$ cat src/rtl/baud_tick_nco.sv
// rtl/baud_tick_nco.sv - phase-accumulator baud generator with oversample, mid-bit and bit ticks
// Runtime increment changes are staged and take effect only at a bit boundary or a phase clear.
module baud_tick_nco #(
  parameter int          ACC_W       = 24,
  parameter int          OVERSAMPLE  = 16,
  parameter int unsigned DEFAULT_INC = 214748
) (
  input  logic             clk,
  input  logic             rst_n,
  input  logic             enable,
  input  logic             restart,
  input  logic [ACC_W-1:0] inc_in,
  input  logic             inc_load,
  output logic             inc_busy,
  output logic             inc_ack,
  output logic             os_tick,
  output logic             mid_tick,
  output logic             bit_tick,
  output logic             baud_clk
);

  localparam int               OS_W    = $clog2(OVERSAMPLE);
  localparam logic [OS_W-1:0]  MID_CNT = OS_W'(OVERSAMPLE / 2 - 1);
  localparam logic [OS_W-1:0]  END_CNT = OS_W'(OVERSAMPLE - 1);
  localparam logic [ACC_W-1:0] RST_INC = ACC_W'(DEFAULT_INC);

  logic [ACC_W-1:0] acc;
  logic [ACC_W-1:0] inc;
  logic [ACC_W-1:0] inc_pend;
  logic [OS_W-1:0]  os_cnt;
  logic [ACC_W:0]   sum;
  logic             carry;
  logic             run;
  logic             at_mid;
  logic             at_end;
  logic             apply_inc;

  always_comb begin
    sum       = {1'b0, acc} + {1'b0, inc};
    carry     = sum[ACC_W];
    run       = enable && !restart;
    at_mid    = carry && (os_cnt == MID_CNT);
    at_end    = carry && (os_cnt == END_CNT);
    // a staged increment lands on the bit boundary or on any phase clear
    apply_inc = inc_busy && (!run || at_end);
  end

  always_ff @(posedge clk or negedge rst_n) begin
    if (!rst_n) begin
      acc      <= '0;
      inc      <= RST_INC;
      inc_pend <= '0;
      os_cnt   <= '0;
      inc_busy <= 1'b0;
      inc_ack  <= 1'b0;
      os_tick  <= 1'b0;
      mid_tick <= 1'b0;
      bit_tick <= 1'b0;
      baud_clk <= 1'b0;
    end else begin
      inc_ack <= 1'b0;
      if (!enable) begin
        acc      <= '0;
        os_cnt   <= '0;
        os_tick  <= 1'b0;
        mid_tick <= 1'b0;
        bit_tick <= 1'b0;
        baud_clk <= 1'b0;
      end else if (restart) begin
        acc      <= '0;
        os_cnt   <= '0;
        os_tick  <= 1'b0;
        mid_tick <= 1'b0;
        bit_tick <= 1'b0;
      end else begin
        acc      <= sum[ACC_W-1:0];
        os_tick  <= carry;
        mid_tick <= at_mid;
        bit_tick <= at_end;
        if (carry) begin
          os_cnt <= os_cnt + 1'b1;
        end
        if (at_end) begin
          baud_clk <= ~baud_clk;
        end
      end

      if (apply_inc) begin
        inc      <= inc_pend;
        inc_busy <= 1'b0;
        inc_ack  <= 1'b1;
      end else if (inc_load && !inc_busy) begin
        inc_pend <= inc_in;
        inc_busy <= 1'b1;
      end
    end
  end

endmodule
$ cat config.mk
export PLATFORM = sky130hd
export DESIGN_NAME = baud_tick_nco
export DESIGN_NICKNAME = d
export VERILOG_FILES = /design/src/rtl/baud_tick_nco.sv
export SDC_FILE = /design/constraint.sdc
export NUM_CORES = 1
export LEC_CHECK = 0
export CAP_MARGIN = 20
export CORE_MARGIN = 1
export CORE_UTILIZATION = 55
export CTS_CLUSTER_DIAMETER = 200
export DETAILED_ROUTE_END_ITERATION = 16
export PLACE_DENSITY = 0.76
export SYNTH_ARGS = -nofsm -noshare
export SYNTH_HDL_FRONTEND = slang
export SYNTH_SLANG_ARGS = --single-unit
$ cat constraint.sdc
create_clock -name clk -period 4.8 [get_ports clk]
set_input_delay 0.96 -clock clk [delete_from_list [all_inputs] [get_ports clk]]
set_output_delay 0.96 -clock clk [all_outputs]
set_load 0.05 [all_outputs]
==> qor.csv <==
metric;value;unit
GRT met3 Usage;5.56;%
fraction of the yosys area taken by sequential cells;47.6;%
status;finished, final reports clean;
Boundary Pins;35;
total power;2.53;mW
site row count;32;
grt ovf;0;
Reg area;0.00206;mm²
TritonCTS Buffers;9;
most used flip-flop cell after synthesis;dfrtp_1;
DR vias/cell;5.66;
GRT Total Usage;21.1;%
peak supply drop;0.000298;V
Remaining DRCs;0;
Peak Freq;0.314;GHz
DP Area;0.00474;mm²
fraction of the mapped netlist area in simple logic gates;10.5;%
XOR/XNOR Fraction of Synth Area;3.03;%
Post-synth EDFFs;0;
met2 usage;36.3;%
Final Hold Vio Count;0;
Yosys cell types;50;
mux cell area share after synthesis;15.3;%
post-detailed-route count of antenna-violating nets;0;
# nets final;468;
WHS Path Cells;1;
Slew Viols, Final;0;
CP Data Required Time;5.04;ns
most used routing layer;met2;
GPL Wtd Cong;0.873;
Post-CTS Setup Bufs;0;
vias in the first global route;2985;
largest family of logic cells by synthesized area;multiplexers;
CTS clock-pin slew for the worst setup and hold paths;0.09;ns
Gates resized, CTS repair;0;
initial antenna violation count;0;
depth of the CTS H-tree;3;
Yosys reg bits;82;
hold buffers post-CTS;0;
filler cell count;631;
period utilisation layout;66.4;%
first-pass GRT wire length;13800;µm
clock sink total;82;
Leak;2.14;nW
Die Wd;90.8;µm
dpl ws;1.43;ns
total die area;0.00825;mm²
DRT Pass-1 Iters;4;
Setup TNS;0;ns
pwr dens;508;mW/mm²
syn nets;431;
clk_lat worst skew;0.36;ns
Worst setup EP type;flip-flop;
crit path kind;reg2reg;
clock tree buffer depth;2;
WP data arrival;3.43;ns
largest net degree at the start of global routing;83;
final setup vio count;0;
DRT iter0 DRCs;139;
skew final;0.00865;ns
final setup margin;1.61;ns
final cell area excluding filler cells;0.00498;mm²
# diodes;0;
critical path startpoint category;flip-flop;
ys async rst share;100;%
MaxCap Viol Count;0;
synth warn;0;
Reg2Reg Depth;9;
crit path max fanout;13;
total wire length;7790;µm
syn_area_per_cell;11.5;µm²
HP Class;reg2reg;
Die Ht;90.8;µm
CTS tree;built;
Initial Util;56.4;%
Layout area overhead;14.7;%
share of layout cells above drive strength 1;20.8;%
DR vias;2945;
Synth Area in Adders;7.67;%
unrepaired setup endpoints after global routing;false;
Syn Std Cell Area;0.00434;mm²
footprint of the multi-input gates;0.00217;mm²
Slew HR;34.3;%
met1 Usage GRT;25.9;%
DPL Wire Length;5380;µm
Slew @ Worst Pin;0.985;ns
Synth Area in Compound Gates;13.5;%
core area;0.00769;mm²
Root Buffer;clkbuf_8;
WL/cell;15.0;µm
Final min period;3.19;ns
Mapped Cells;376;
IO Port Bufs;34;
[final cells by class]
cell class,count,share of cell area [%]
clock buffer,10,2.77
inverter,7,0.528
clock inverter,6,0.981
tap,102,2.56
multi-input combinational,275,43.6
timing repair buffer,38,8.05
sequential,82,41.5
[report_power, final]
part           switching (mW)  internal, mW
sequential             0.0864         0.878
combinational           0.596         0.501
clock                   0.261         0.207
total                   0.943          1.59
[per-layer routing]
layer / vias up / wire [µm]
met5: - / 0
met4: 0 / 119
met3: 10 / 266
met2: 56 / 3900
met1: 1439 / 3500
li1: 1440 / -
[state kept, by name (all words and copies together) (netlist names)]
signal and flops:
inc_busy 1, inc_ack 1, bit_tick 1, mid_tick 1, os_cnt 4, os_tick 1, acc 24, inc 24
baud_clk 1, inc_pend 24
[logic make-up after synthesis]
logic type / after synthesis
DFF: 82
adders and majority gates: 26
buffers and inverters: 19
AOI/OAI and AO/OA: 90
xor gates and xnor gates: 15
and+or+nand+nor: 91
muxes: 53
[final timing paths]
| path | slack, ns | from | to |
|---|---|---|---|
| min in group asynchronous | 0.56 | rst_n | acc[22] |
| min | 0.51 | inc_pend[2] | inc_pend[2] |
| min reg2reg | 0.51 | inc_pend[2] | inc_pend[2] |
| max reg2reg | 1.61 | inc[0] | inc[19] |
| max in group asynchronous | 3.59 | rst_n | inc[9] |
| max | 1.61 | inc[0] | inc[19] |
[Yosys cell counts (3+ instances only)]
| cell | instances | area [µm²] |
|---|---|---|
| o21a_1 | 5 | 37.5 |
| o21bai_1 | 3 | 22.5 |
| nor3b_1 | 4 | 30.0 |
| nor3_1 | 9 | 45.0 |
| xnor2_1 | 9 | 78.8 |
| o21ai_0 | 19 | 95.1 |
| dfrtp_1 | 72 | 1800 |
| o211ai_1 | 7 | 52.6 |
| dfstp_2 | 10 | 263 |
| nand4_1 | 3 | 18.8 |
| nand2b_1 | 7 | 43.8 |
| nor2_1 | 24 | 90.1 |
| mux2_2 | 29 | 327 |
| mux2_4 | 19 | 285 |
| nand3_1 | 6 | 30.0 |
| mux2i_1 | 5 | 50.1 |
| inv_1 | 7 | 26.3 |
| clkbuf_1 | 8 | 30.0 |
| and2_1 | 3 | 18.8 |
| nand2_1 | 23 | 86.3 |
| a21o_1 | 5 | 37.5 |
| a31oi_1 | 3 | 18.8 |
| a211oi_1 | 8 | 60.1 |
| xor2_1 | 6 | 52.6 |
| ha_1 | 25 | 313 |
| a21oi_1 | 27 | 135 |
[critical path: stages, from the launching register on]
cell and delay (ns):
dfrtp_1 0.36, ha_1 0.22, fa_1 0.26, a211oi_1 0.11, o211a_1 0.28, or4_4 0.54, and3_4 0.21, o21ai_4 0.54
buf_16 0.24, mux2_4 0.31
[stage by stage]
stage | hold WS, ns | util, % | cells
after floorplan | 0.445 | - | 376
after global placement | 0.475 | 61.7 | 502
after detailed placement | 0.475 | 61.7 | 502
after CTS | 0.504 | 64.1 | 518
after global routing | 0.516 | 64.7 | 520
final | 0.506 | 64.7 | 520
[layout by cell type (no fill, tap or decap), drive strengths merged, types with 8 or more instances in the layout]
cell           Yosys  layout
dfrtp             72      72
mux2              48      48
clkdlybuf4s50      0      33
a21oi             27      27
ha                25      25
nor2              24      24
nand2             23      23
o21ai             20      20
clkbuf             8      10
dfstp             10      10
inv                7      10
nor3               9       9
xnor2              9       9
a211oi             8       8
No activity file was read; power rests on OpenSTA's default activity.
==> RTL change 1 (same settings) <==
`OVERSAMPLE`: 16 -> 32.
--- a/src/rtl/baud_tick_nco.sv
+++ b/src/rtl/baud_tick_nco.sv
@@ -4,3 +4,3 @@
   parameter int          ACC_W       = 24,
-  parameter int          OVERSAMPLE  = 16,
+  parameter int          OVERSAMPLE  = 32,
   parameter int unsigned DEFAULT_INC = 214748
Check against the original RTL: no difference found for any inputs over 10 cycles, from zero or initial values and one cycle with rst_n low; that may be too few to reach the edited logic, so the function may still have changed.
==> RTL change 1 against the unedited design <==
Register-to-register slack gained 0.15 ns. Final area grew 0.88%. Clock power shrank 3%. Wire length grew 1.5%. Worst setup slack gained 0.079 ns. Power grew 0.27%. Fmax grew 2.6%. Count of clock-buffer cells in the layout grew 2. Synthesized area grew 2.2%. Sequential cell count grew 1.
==> RTL change 1: results (changes against the unedited design) <==
* Status: completed
* # placed instances at 508 (+1.2%)
* Post-synthesis adder-cell area fraction at 0.0807 (+0.00400)
* M1 GR Usage at 0.279 (+0.0205)
* GRT Util Overall at 0.209 (-0.00191)
* Tmin final at 3.11 ns (-0.0794 ns)
* Pin count of the biggest net entering global routing at 84 (+1.2%)
* Post-synthesis mux area share at 0.147 (-0.00553)
* Filler instances at 624 (-1.1%)
* Top cells by area, synth: dfrtp_1 (41%), ha_1 (7.6%), mux2_2 (7.4%)
* Avg Cell Area, Syn at 11.4 um^2 (-1.5%)
* FF-to-FF End: inc[13]
* Pre-CTS setup slack at 1.31 ns (-0.117 ns)
* Arr. time, crit path at 3.34 ns (-0.09 ns)
* First-pass GRT wire length at 14,100 um (+2.0%)
* Storage element area at 2090 um^2 (+1.2%)
* CP max stage delay at 0.79 ns (+0.25 ns)
* Wl on met1 at 3650 um (+4.5%)
* Crit-path slowest cell: nand2b_1
* # nets final at 475 (+1.5%)
* Hold_sp: inc_pend[3]
* Seq/Total Area, Yosys at 0.471 (-0.00456)
* Crit path max-delay family: simple AND/OR/NAND/NOR gates
* Post-Syn Nets at 447 (+3.7%)
* Top post-synthesis cells by count: dfrtp_1 (73), mux2_2 (29), a21oi_1 (28)
* Synth Area in Compound Gates at 0.137 (+0.00247)
-- RTL change 1: cell count changes after synthesis, sizes merged, moves of 3 or more --
cell,unedited run,this run
nand4,3,7
o21a,5,8
o211ai,7,4
and2,3,6
a211o,0,5
buf,4,12
-- RTL change 1: power by group through the flow --
| stage | clock (mW) | combinational, mW | sequential, mW |
|---|---|---|---|
| 6_report | 0.453 | 1.11 | 0.972 |
| 5_1_grt | 0.501 | 1.24 | 0.995 |
| 4_1_cts | 0.470 | 1.10 | 0.975 |
| 3_5_place_dp | 0 | 1.10 | 0.985 |
| 3_3_place_gp | 0 | 1.06 | 0.979 |
| 2_1_floorplan | 0 | 0.893 | 0.966 |
-- RTL change 1: area by class of cell --
type	instances	share of cell area
clock buffer	12	0.0309
clock inverter	4	0.00499
inverter	6	0.00449
multi-input combinational	282	0.444
sequential	83	0.416
tap	102	0.0254
timing repair buffer	36	0.0743
==> RTL change 2 (same settings) <==
Without the edit above. Reset style: synchronous (`rst_n`), changed in one clocked block.
--- a/src/rtl/baud_tick_nco.sv
+++ b/src/rtl/baud_tick_nco.sv
@@ -47,3 +47,3 @@
 
-  always_ff @(posedge clk or negedge rst_n) begin
+  always_ff @(posedge clk) begin
     if (!rst_n) begin
Behaviour: differs if rst_n is asserted again (counterexample within 4 cycles, from zero or initial values and one cycle with rst_n low); with rst_n held inactive, the same outputs for 10 cycles.
==> RTL change 2 against the unedited design <==
Sequential cell count is the same. Final area down 4.7%. Worst setup slack better by 0.16 ns. Synthesized area down 3.8%. Cell count up 21%. Critical path depth unchanged. Wire length increased by 14%.
Power is not compared: it rests on default switching activity, and its combinational part moved more than twofold at a synthesized area within 25%.
==> RTL change 2: results (changes against the unedited design) <==
* Seq/Total Area, Yosys at 0.394 (-0.0824)
* Hold Path Depth at 2 (+1)
* CP Max Fanout at 21 (+8)
* Hpwl dp at 6510 um (+21%)
* Pin count of the biggest net entering global routing at 53 (-36%)
* Slew HR at 0.392 (+0.0494)
* Filler instances at 669 (+6.0%)
* Pre-CTS setup slack at 1.59 ns (+0.160 ns)
* # nets final at 581 (+24%)
* Vias in the first global route at 3,216 (+7.7%)
* Routability cong. at 0.919 (+5.2%)
* Placed Instance Area at 4560 um^2 (-3.7%)
* DR iter-0 viols at 158 (+14%)
* Status: completed
* DR WL/cell at 14.1 um (-6.1%)
* Non-Filler Cell Area, Final at 4740 um^2 (-4.7%)
* Synthesized instance count at 499 (+33%)
* Distinct cell type count after synthesis at 53 (+6.0%)
* Crit-path slowest cell: o31ai_4
* Via count at 3,475 (+18%)
* Arr. time, crit path at 3.31 ns (-0.12 ns)
* Clk_skew at 0.00970 ns (+0.00105 ns)
* Leading area contributor after synthesis: dfxtp_1
* Share of cells above drive strength 1 at 0.0508 (-0.157)
* Met2 GRT Util at 0.389 (+0.0256)
* M1 GR Usage at 0.342 (+0.0832)
* Async set or reset register ratio after synthesis at 0 (-1.00)
* Detailed Route WL at 8850 um (+14%)
* Post-Syn Nets at 554 (+29%)
* First-pass GRT wire length at 14,900 um (+7.7%)
-- RTL change 2: changes by cell type after synthesis, sizes merged, moves of 10 or more --
cell    unedited run  this run
clkbuf             8        19
dfstp             10         0
nor2              24        50
a21oi             27        55
mux2i              5        30
nand2             23       103
dfrtp             72         0
mux2              48         0
dfxtp              0        82
-- RTL change 2: worst paths after layout --
check	slack [ns]	endpoint	start
worst min-delay path	0.46	inc[11]	inc_pend[11]
worst max register to register	1.77	inc[4]	acc[0]
worst min register to register	0.46	inc[11]	inc_pend[11]
worst max-delay path	1.77	inc[4]	acc[0]
-- RTL change 2: metal layers --
metal	wire, um	up-vias
li1	-	1802
met1	4450	1608
met2	4000	52
met3	274	13
met4	127	0
met5	0	-
-- RTL change 2: final cells by class --
cell class                      count  share of cell area
Clock inverter                      6              0.0103
Timing Repair Buffer               37              0.0765
Clock buffer                       10              0.0269
Multi-Input combinational cell    390               0.509
Tap cell                           99              0.0261
Inverter                            6             0.00475
Sequential cell                    82               0.346
-- RTL change 2: tightest hold or removal path, cell delays in order (launching register included) --
cell     delay (ns)
dfxtp_1        0.31
nand2_1        0.05
mux2i_1        0.05
-- RTL change 2: power by group --
group | switching [mW] | leakage [nW] | total (mW) | internal [mW]
logic | 0.102 | 1.21 | 0.180 | 0.0778
registers | 0.0153 | 0.668 | 0.721 | 0.706
clock network | 0.266 | 0.0795 | 0.459 | 0.193
-- RTL change 2: cell families (layout without fill, tap and decap cells) --
logic type      Yosys count  after routing  synth area share
compound gates          119            119             0.193
xor+xnor                 10             10            0.0210
fa+ha+maj                26             26            0.0798
buf+inv                  27             59            0.0279
flops                    82             82             0.394
mux                      30             30            0.0720
simple gates            205            205             0.213
